## config.mk

```make
export PLATFORM = sky130hd
export DESIGN_NAME = traceback_ctrl
export DESIGN_NICKNAME = d
export VERILOG_FILES = /design/src/rtl/nw_pkg.sv /design/src/rtl/tb_addr_gen.sv /design/src/rtl/traceback_ctrl.sv
export SDC_FILE = /design/constraint.sdc
export NUM_CORES = 1
export LEC_CHECK = 0
export ABC_AREA = 1
export CAP_MARGIN = 15
export CORE_UTILIZATION = 52
export DETAILED_ROUTE_END_ITERATION = 8
export PLACE_DENSITY_LB_ADDON = 0.05
export SLEW_MARGIN = 10
export SYNTH_ARGS = -nofsm -noshare
export SYNTH_HDL_FRONTEND = slang
export SYNTH_HIERARCHICAL = 1
export SYNTH_SLANG_ARGS = --single-unit
```

## constraint.sdc

```tcl
create_clock -name clk -period 3.65 [get_ports clk]
set_input_delay 0.365 -clock clk [delete_from_list [all_inputs] [get_ports clk]]
set_output_delay 0.365 -clock clk [all_outputs]
set_load 0.005 [all_outputs]
```

## src/rtl/nw_pkg.sv

```systemverilog
// nw_pkg: shared symbol/op/state encodings and width helpers for the traceback controller.
package nw_pkg;
  localparam logic [2:0] SYM_DIAG = 3'b001;
  localparam logic [2:0] SYM_UP   = 3'b010;
  localparam logic [2:0] SYM_LEFT = 3'b100;
  localparam logic [1:0] OP_DIAG = 2'b00;
  localparam logic [1:0] OP_UP   = 2'b01;
  localparam logic [1:0] OP_LEFT = 2'b10;
  localparam logic [2:0] S_IDLE = 3'd0;
  localparam logic [2:0] S_RD   = 3'd1;
  localparam logic [2:0] S_WAIT = 3'd2;
  localparam logic [2:0] S_EMIT = 3'd3;
  localparam logic [2:0] S_DONE = 3'd4;
  localparam logic [2:0] S_ERR  = 3'd5;
  function automatic int nw_width(input int v);
    return (v < 2) ? 1 : $clog2(v);
  endfunction
  // Anything that is not a clean UP or LEFT falls back to a diagonal step.
  function automatic logic [1:0] nw_decode(input logic [2:0] s);
    return (s == SYM_UP) ? OP_UP : (s == SYM_LEFT) ? OP_LEFT : OP_DIAG;
  endfunction
  function automatic logic nw_legal(input logic [2:0] s);
    return (s == SYM_DIAG) || (s == SYM_UP) || (s == SYM_LEFT);
  endfunction
endpackage

```

## src/rtl/tb_addr_gen.sv

```systemverilog
// tb_addr_gen: flattened direction-memory address i*(N+1)+j via shift-add, registered.
module tb_addr_gen #(
  parameter int N  = 128,
  parameter int IW = 8,
  parameter int AW = 15
) (
  input  logic          clk,
  input  logic          rst_n,
  input  logic [IW-1:0] i_i,
  input  logic [IW-1:0] j_i,
  output logic [AW-1:0] addr_o
);
  logic [AW-1:0] sum;
  always_comb begin
    sum = AW'(j_i);
    for (int b = 0; b < IW + 1; b++)
      sum = (((N + 1) >> b) % 2 == 1) ? sum + (AW'(i_i) << b) : sum;
  end
  always_ff @(posedge clk or negedge rst_n) begin
    if (!rst_n) addr_o <= '0;
    else addr_o <= sum;
  end
endmodule

```

## src/rtl/traceback_ctrl.sv

```systemverilog
// traceback_ctrl: Needleman-Wunsch traceback walker from (N,N) to (0,0), one op per step.
// Define TB_ERRCHK_EN to trap illegal direction symbols in a sticky ERR state.
module traceback_ctrl import nw_pkg::*; #(
  parameter int N = 128,
  parameter int RD_LAT = 1,
  localparam int IW = nw_width(N + 1),
  localparam int AW = nw_width((N + 1) * (N + 1))
) (
  input  logic          clk,
  input  logic          rst_n,
  input  logic          start,
  output logic          busy,
  output logic          done,
  output logic          mem_rd_en,
  output logic [AW-1:0] mem_addr,
  input  logic [2:0]    mem_sym,
  output logic          out_valid,
  input  logic          out_ready,
  output logic [1:0]    out_op,
  output logic [IW-1:0] i,
  output logic [IW-1:0] j,
  output logic [IW:0]   path_len,
  output logic          err
);
  localparam int CW = nw_width(RD_LAT + 1);
  logic [2:0] state_q, state_d;
  logic [IW-1:0] i_q, i_d, j_q, j_d;
  logic [IW:0] len_q, len_d;
  logic [1:0] op_q, op_d;
  logic [CW-1:0] cnt_q, cnt_d;
  always_comb begin
    state_d = state_q;
    i_d = i_q;
    j_d = j_q;
    len_d = len_q;
    op_d = op_q;
    cnt_d = cnt_q;
    case (state_q)
      S_IDLE, S_ERR: if (start) begin
        i_d = IW'(N);
        j_d = IW'(N);
        len_d = '0;
        state_d = S_RD;
      end
      S_RD: begin
        op_d = (i_q == '0) ? OP_LEFT : OP_UP;
        cnt_d = '0;
        state_d = (i_q == '0 && j_q == '0) ? S_DONE : (i_q == '0 || j_q == '0) ? S_EMIT : S_WAIT;
      end
      S_WAIT: if (cnt_q == CW'(RD_LAT - 1)) begin
        op_d = nw_decode(mem_sym);
        state_d = S_EMIT;
`ifdef TB_ERRCHK_EN
        if (!nw_legal(mem_sym)) state_d = S_ERR;
`endif
      end else cnt_d = cnt_q + 1'b1;
      S_EMIT: if (out_ready) begin
        i_d = i_q - IW'(op_q != OP_LEFT);
        j_d = j_q - IW'(op_q != OP_UP);
        len_d = len_q + 1'b1;
        state_d = S_RD;
      end
      default: state_d = S_IDLE;
    endcase
  end
  always_ff @(posedge clk or negedge rst_n) begin
    if (!rst_n) begin
      state_q <= S_IDLE;
      i_q <= '0;
      j_q <= '0;
      len_q <= '0;
      op_q <= OP_DIAG;
      cnt_q <= '0;
    end else begin
      state_q <= state_d;
      i_q <= i_d;
      j_q <= j_d;
      len_q <= len_d;
      op_q <= op_d;
      cnt_q <= cnt_d;
    end
  end
  // Address is built from next-state coordinates so it is ready in the RD cycle.
  tb_addr_gen #(.N(N), .IW(IW), .AW(AW)) u_addr (
    .clk(clk), .rst_n(rst_n), .i_i(i_d), .j_i(j_d), .addr_o(mem_addr)
  );
`ifdef TB_ERRCHK_EN
  logic err_q;
  always_ff @(posedge clk or negedge rst_n) begin
    if (!rst_n) err_q <= 1'b0;
    else err_q <= (state_d == S_ERR);
  end
  assign err = err_q;
`else
  assign err = 1'b0;
`endif
  assign busy = (state_q == S_RD) || (state_q == S_WAIT) || (state_q == S_EMIT);
  assign done = (state_q == S_DONE);
  assign mem_rd_en = (state_q == S_RD) && (i_q != '0) && (j_q != '0);
  assign out_valid = (state_q == S_EMIT);
  assign out_op = op_q;
  assign i = i_q;
  assign j = j_q;
  assign path_len = len_q;
endmodule
```

After elaboration in Yosys (flattened, before gate mapping)

Index checks and enable logic that the tools add are counted.

Bits in writable memories: 0
Bits in registers: 46
Logic and storage cells: 64
Bits in latches: 0
Bits of input ports: 7
ROM bits: 0
Memories kept: 0
Output and inout bits: 47

Magnitude comparators: 0
Reduce and logical (&&, ||, !) cells: 17
Bitwise logic cells: 0
Div/mod/pow operators: 0
$add $sub $neg: 6
Multiply operators: 0
Muxes and demuxes: 22
Equal/unequal tests: 12
Shift operators: 0

Operators with widths:

| operator                                                                 | count |
|---|---|
| 8-bit two-way mux                                                        | 4 |
| 8-bit case mux with 2 select lines                                       | 2 |
| 9-bit two-way mux                                                        | 2 |
| 9-bit case mux with 2 select lines                                       | 1 |
| 8-bit logical NOT                                                        | 2 |
| 8-bit nonzero test                                                       | 2 |
| 8-bit by 1-bit subtractor with 8-bit output                              | 2 |
| 15-bit adder                                                             | 1 |
| 3-bit two-way mux                                                        | 4 |
| 3-bit case mux with 4 select lines                                       | 1 |
| 8-bit by 8-bit adder with 9-bit output                                   | 1 |
| 9-bit by 1-bit adder with 9-bit output (second input constant)           | 1 |
| 3-bit by 2-bit equality test with 1-bit output (second input constant)   | 3 |
| 3-bit equality test (second input constant)                              | 3 |
| 2-bit two-way mux                                                        | 4 |
| 2-bit inequality test (second input constant)                            | 3 |
| 3-bit AND reduction                                                      | 2 |
| 2-bit by 1-bit inequality test with 1-bit output (second input constant) | 2 |
| 2-bit case mux with 2 select lines                                       | 1 |
| 2-bit nonzero test                                                       | 2 |
| 3-bit by 1-bit equality test with 1-bit output (second input constant)   | 1 |
| 1-bit logical AND                                                        | 3 |
| 3-bit logical NOT                                                        | 1 |
| 1-bit logical OR                                                         | 3 |
| other kinds (5)                                                          | 6 |

Logic depth before layout (Yosys ltp)

Depth after elaboration: 6
Depth in mapped cells: 26
Depth with buffers taken out: 25

Hierarchy

The synthesis kept the hierarchy.

By module, submodules not included:

| module         | cells each | instances | seq. area each (µm²) | area an instance (µm²) |
|---|---|---|---|---|
| traceback_ctrl | 280        | 1         | 750.7                | 1926.8 |
| tb_addr_gen    | 104        | 1         | 375.4                | 903.4 |

Worst setup path before layout

Ideal clock, no wire load.

Kind: flip-flop to flip-flop
From: register op_q[0], in the netlist out_op[0]
To: register u_addr.addr_o[13]
Library setup time: 0.128 ns
Required time: 3.522 ns
Period minus slack after synthesis: 3.311 ns
Stages on the path, launching flop included: 19
Arrival: 3.183 ns
Path slack: 0.339 ns
Path buffers: 0
Cells stage by stage: dfrtp_1 > or2_2 > ha_1 > ha_1 > nand3_1 > inv_1 > o21ai_0 > o21ai_1 > ha_1 > or2_1 > nand3_1 > nand2_1 > nand2_1 > nand2_1 > ha_1 > fa_1 > nand3_1 > nor3_2 > xor2_1

Cells in the longest elaborated chain, start to end: 6
Elaborated cells on any way between the ends: 10
Those cells by class: 4 x add/sub; 2 x eq/ne; 4 x mux

RTL lines:

| what                                            | line                 | text |
|---|---|---|
| start: declaration                              | traceback_ctrl.sv:29 | `logic [1:0] op_q, op_d;` |
| start signal: assignment                        | traceback_ctrl.sv:79 | `op_q <= op_d;` |
| 2-bit inequality test (*)                       | traceback_ctrl.sv:58 | `i_d = i_q - IW'(op_q != OP_LEFT);` |
| 8-bit by 1-bit subtractor with 8-bit output (*) | traceback_ctrl.sv:58 |  |
| 8-bit two-way mux (*)                           | traceback_ctrl.sv:57 | `S_EMIT: if (out_ready) begin` |
| 8-bit case mux with 2 select lines (*)          | traceback_ctrl.sv:38 | `case (state_q)` |
| via i_d[2]                                      | traceback_ctrl.sv:27 | `logic [IW-1:0] i_q, i_d, j_q, j_d;` |
| 8-bit by 8-bit adder with 9-bit output          | tb_addr_gen.sv:17    | `sum = (((N + 1) >> b) % 2 == 1) ? sum + (AW'(i_i) << b) : sum;` |
| 15-bit adder (*)                                | tb_addr_gen.sv:17    |  |
| via u_addr.sum[13]                              | tb_addr_gen.sv:13    | `logic [AW-1:0] sum;` |
| end signal: assignment                          | tb_addr_gen.sv:21    | `else addr_o <= sum;` |
| end: declaration                                | tb_addr_gen.sv:11    | `output logic [AW-1:0] addr_o` |

Mark *: on every way through the listed nets, which the timed path passes. The rest lies on a longest branch.
A chain may end at the register's enable or synchronous reset.

Worst setup path after layout

Same ends and word-level chain as after synthesis.

==> impl_results.md <==
* GPL Wtd Cong at 0.9463
* Latest clock arrival within the worst-skew pair at 0.30 ns
* Reg clk slew, reported paths at 0.08 ns
* Largest net degree at the start of global routing at 46
* Vias in the first global route at 2305
* Slew headroom at 0.3299
* Synth top area share at 0.3979
* Worst setup EP type: register
* Fin. max-slew vios at 0
* Status: finished clean
* Main synth FF type: dfrtp_1
* Fin crit share at 0.9573
* Worst Reg-to-Reg Cells at 18
* FMAX at 286.2 MHz
* Fin cells at 517
* Initial antenna violation count at 0
* Area Growth Syn to Fin at 27.59%
* Maxcap violations at 0
* Layout Skew at 0.007403 ns
* Most frequent cell after synthesis: nand2_1
* All-Layer GR Usage at 0.2523
* Crit path launch type: register
* WHS at 0.2187 ns
* Worst vdd ir at 0.6514 mV
* Post-synth top cells: 136 x nand2_1, 45 x dfrtp_1, 45 x inv_1, 44 x nor2_1, 26 x nand3_1
* H-tree depth at 2
* Via count at 2596
* CP required at 3.83 ns
* DR WL/cell at 12.89 um
* Mapped Nets at 409
* Die area at 5742 sq um
* Post-DRT Antenna Nets at 0
* Sequential fraction of the synthesis area at 0.3979
* Placed Area at 3448 sq um
* Main area contributors after synthesis: dfrtp_1 40%, nand2_1 18%, ha_1 7.1%
* Synth Warn # at 6
* First-pass GRT wire length at 10690 um
* Cts bufs inserted at 5
* Critical setup path kind: reg2reg
* Core area at 5172 sq um
* Global route overflow at 0
* TritonCTS clock tree: yes
* Critical Path AT at 3.67 ns
* PnR worst setup slack at 0.1557 ns
* Cell taking the most area after synthesis: dfrtp_1
* CP Max Fanout at 4
* Netlist cell types at 32
* Ant diodes at 0
* Final Instance Area at 3611 sq um
* Number of buffers added on ports at 52
* Layout cells sized above 1 at 0.08949
* Total Power at 3.298 mW
* Row cnt at 26
* Avg Inst Size Synth at 7.370 sq um
* DP Wirelength at 5041 um
* Die H at 75.78 um
* Worst Max-Slew Pin Slew at 1.005 ns
* Final #Nets at 471
* Initial Utilization at 0.5472
* Synthesized cell area at 2830 sq um
* Yosys reg bits at 45
* Final hold violation count at 0
* Num Clock Sinks at 45
* Pwr Density at 913.2 nW/um^2
* Core Util, Final at 0.6981
* Clock Tree Buf Depth at 2
* Post-synth ARST share at 1.000
* DRC at 0
* Initial drt markers at 163
* # setup viols final at 0
* Routed WL at 6664 um
* EDFF count, synth at 0
* Clock root buffer: clkbuf_8
* Routed vias/inst at 5.021
* Die W at 75.78 um
* First drt pass iteration count at 5
* Worst Hold Class: in2async
* Min Tclk post-route at 3.494 ns
* Post-Syn Instances at 384
* IO Count at 54
* Setup WS pre-CTS at 0.007631 ns
* Setup_tns at 0 ns
* Leakage power at 1.821 nW
* Placed insts at 508
## metal layers
| metal | part of all wire | up-vias | wire length, um | global-route usage |
|---|---|---|---|---|
| met3 | 0.041 | 14 | 276 | 0.04101 |
| met4 | 0.023 | 0 | 156 | 0.09465 |
| met5 | 0 | - | 0 | 0 |
| met1 | 0.44 | 1195 | 2931 | 0.3260 |
| met2 | 0.50 | 73 | 3299 | 0.4258 |
| li1 | - | 1314 | - | - |
## cells by family (layout without fill, tap and decap cells)
| kind of cell | Yosys count | in the layout | synth area share |
|---|---|---|---|
| AOI/OAI and AO/OA | 25 | 25 | 0.04774 |
| other | 1 | 1 | 0.001325 |
| DFF | 45 | 45 | 0.3979 |
| buffers and inverters | 53 | 116 | 0.07913 |
| and+or+nand+nor | 231 | 231 | 0.3550 |
| adders and majority gates | 18 | 18 | 0.08488 |
| xor gates and xnor gates | 11 | 11 | 0.03404 |
## repair_timing
action	CTS	global route
setup endpoints to repair	0	3
hold buffers	0	0
buffers inserted	0	1
resized for setup	0	6
## worst paths after layout
kind | to | slack, ns | start
min in group clk | out_op[0] | 0.54 | out_op[0]
max reg2reg | u_addr/addr_o[13] | 0.16 | out_op[0]
min | out_op[0] | 0.22 | rst_n
max | u_addr/addr_o[13] | 0.16 | out_op[0]
max in group asynchronous | u_addr/addr_o[8] | 2.80 | rst_n
min reg2reg | out_op[0] | 0.54 | out_op[0]
## cells in the final DEF, fill, tap and decap left out, drive strengths merged, types with 3 or more instances in the layout
cell / netlist / routed
nand2: 146 / 146
o21ai: 12 / 12
xor2: 5 / 5
nand4: 3 / 3
dfrtp: 45 / 45
nand3: 27 / 27
clkbuf: 0 / 7
ha: 16 / 16
nor2: 46 / 46
xnor2: 6 / 6
a21oi: 9 / 9
nor3: 5 / 5
or2: 3 / 3
clkdlybuf4s50: 0 / 51
inv: 47 / 47
buf: 6 / 10
## critical path, stage by stage, from the launching register on
cell and delay (ns):
dfrtp_1 0.41, or2_2 0.30, ha_1 0.22, ha_1 0.20, nand3_1 0.10, inv_1 0.07, o21ai_0 0.14, o21ai_1 0.14
ha_1 0.33, or2_1 0.26, nand3_1 0.13, nand2_1 0.07, nand2_1 0.06, nand2_1 0.05, ha_1 0.24, fa_2 0.38
nand3_2 0.10, nor3_2 0.05, xor2_1 0.13
## area by class of cell
type	instances	area (sq um)
flip-flops and latches	45	1126
clock inverters	1	30.03
well taps	70	87.58
clock buffers	7	86.33
inverters	47	178.9
multi-input cells	286	1519
fillers	434	1562
repair buffers	61	583.1
## registers in the layout (all words and copies together), names as in the netlist
| name | cells |
|---|---|
| path_len | 9 |
| j | 8 |
| i | 8 |
| u_addr/addr_o | 15 |
| out_op | 2 |
| state_q | 3 |
## report_power, final
| group | switching [mW] | leakage [nW] | internal (mW) |
|---|---|---|---|
| Combinational | 1.15 | 1.18 | 0.919 |
| Sequential | 0.146 | 0.583 | 0.692 |
| Clock | 0.168 | 0.0585 | 0.223 |
| Total | 1.46 | 1.82 | 1.83 |
Power figures use the tool's default switching activity.
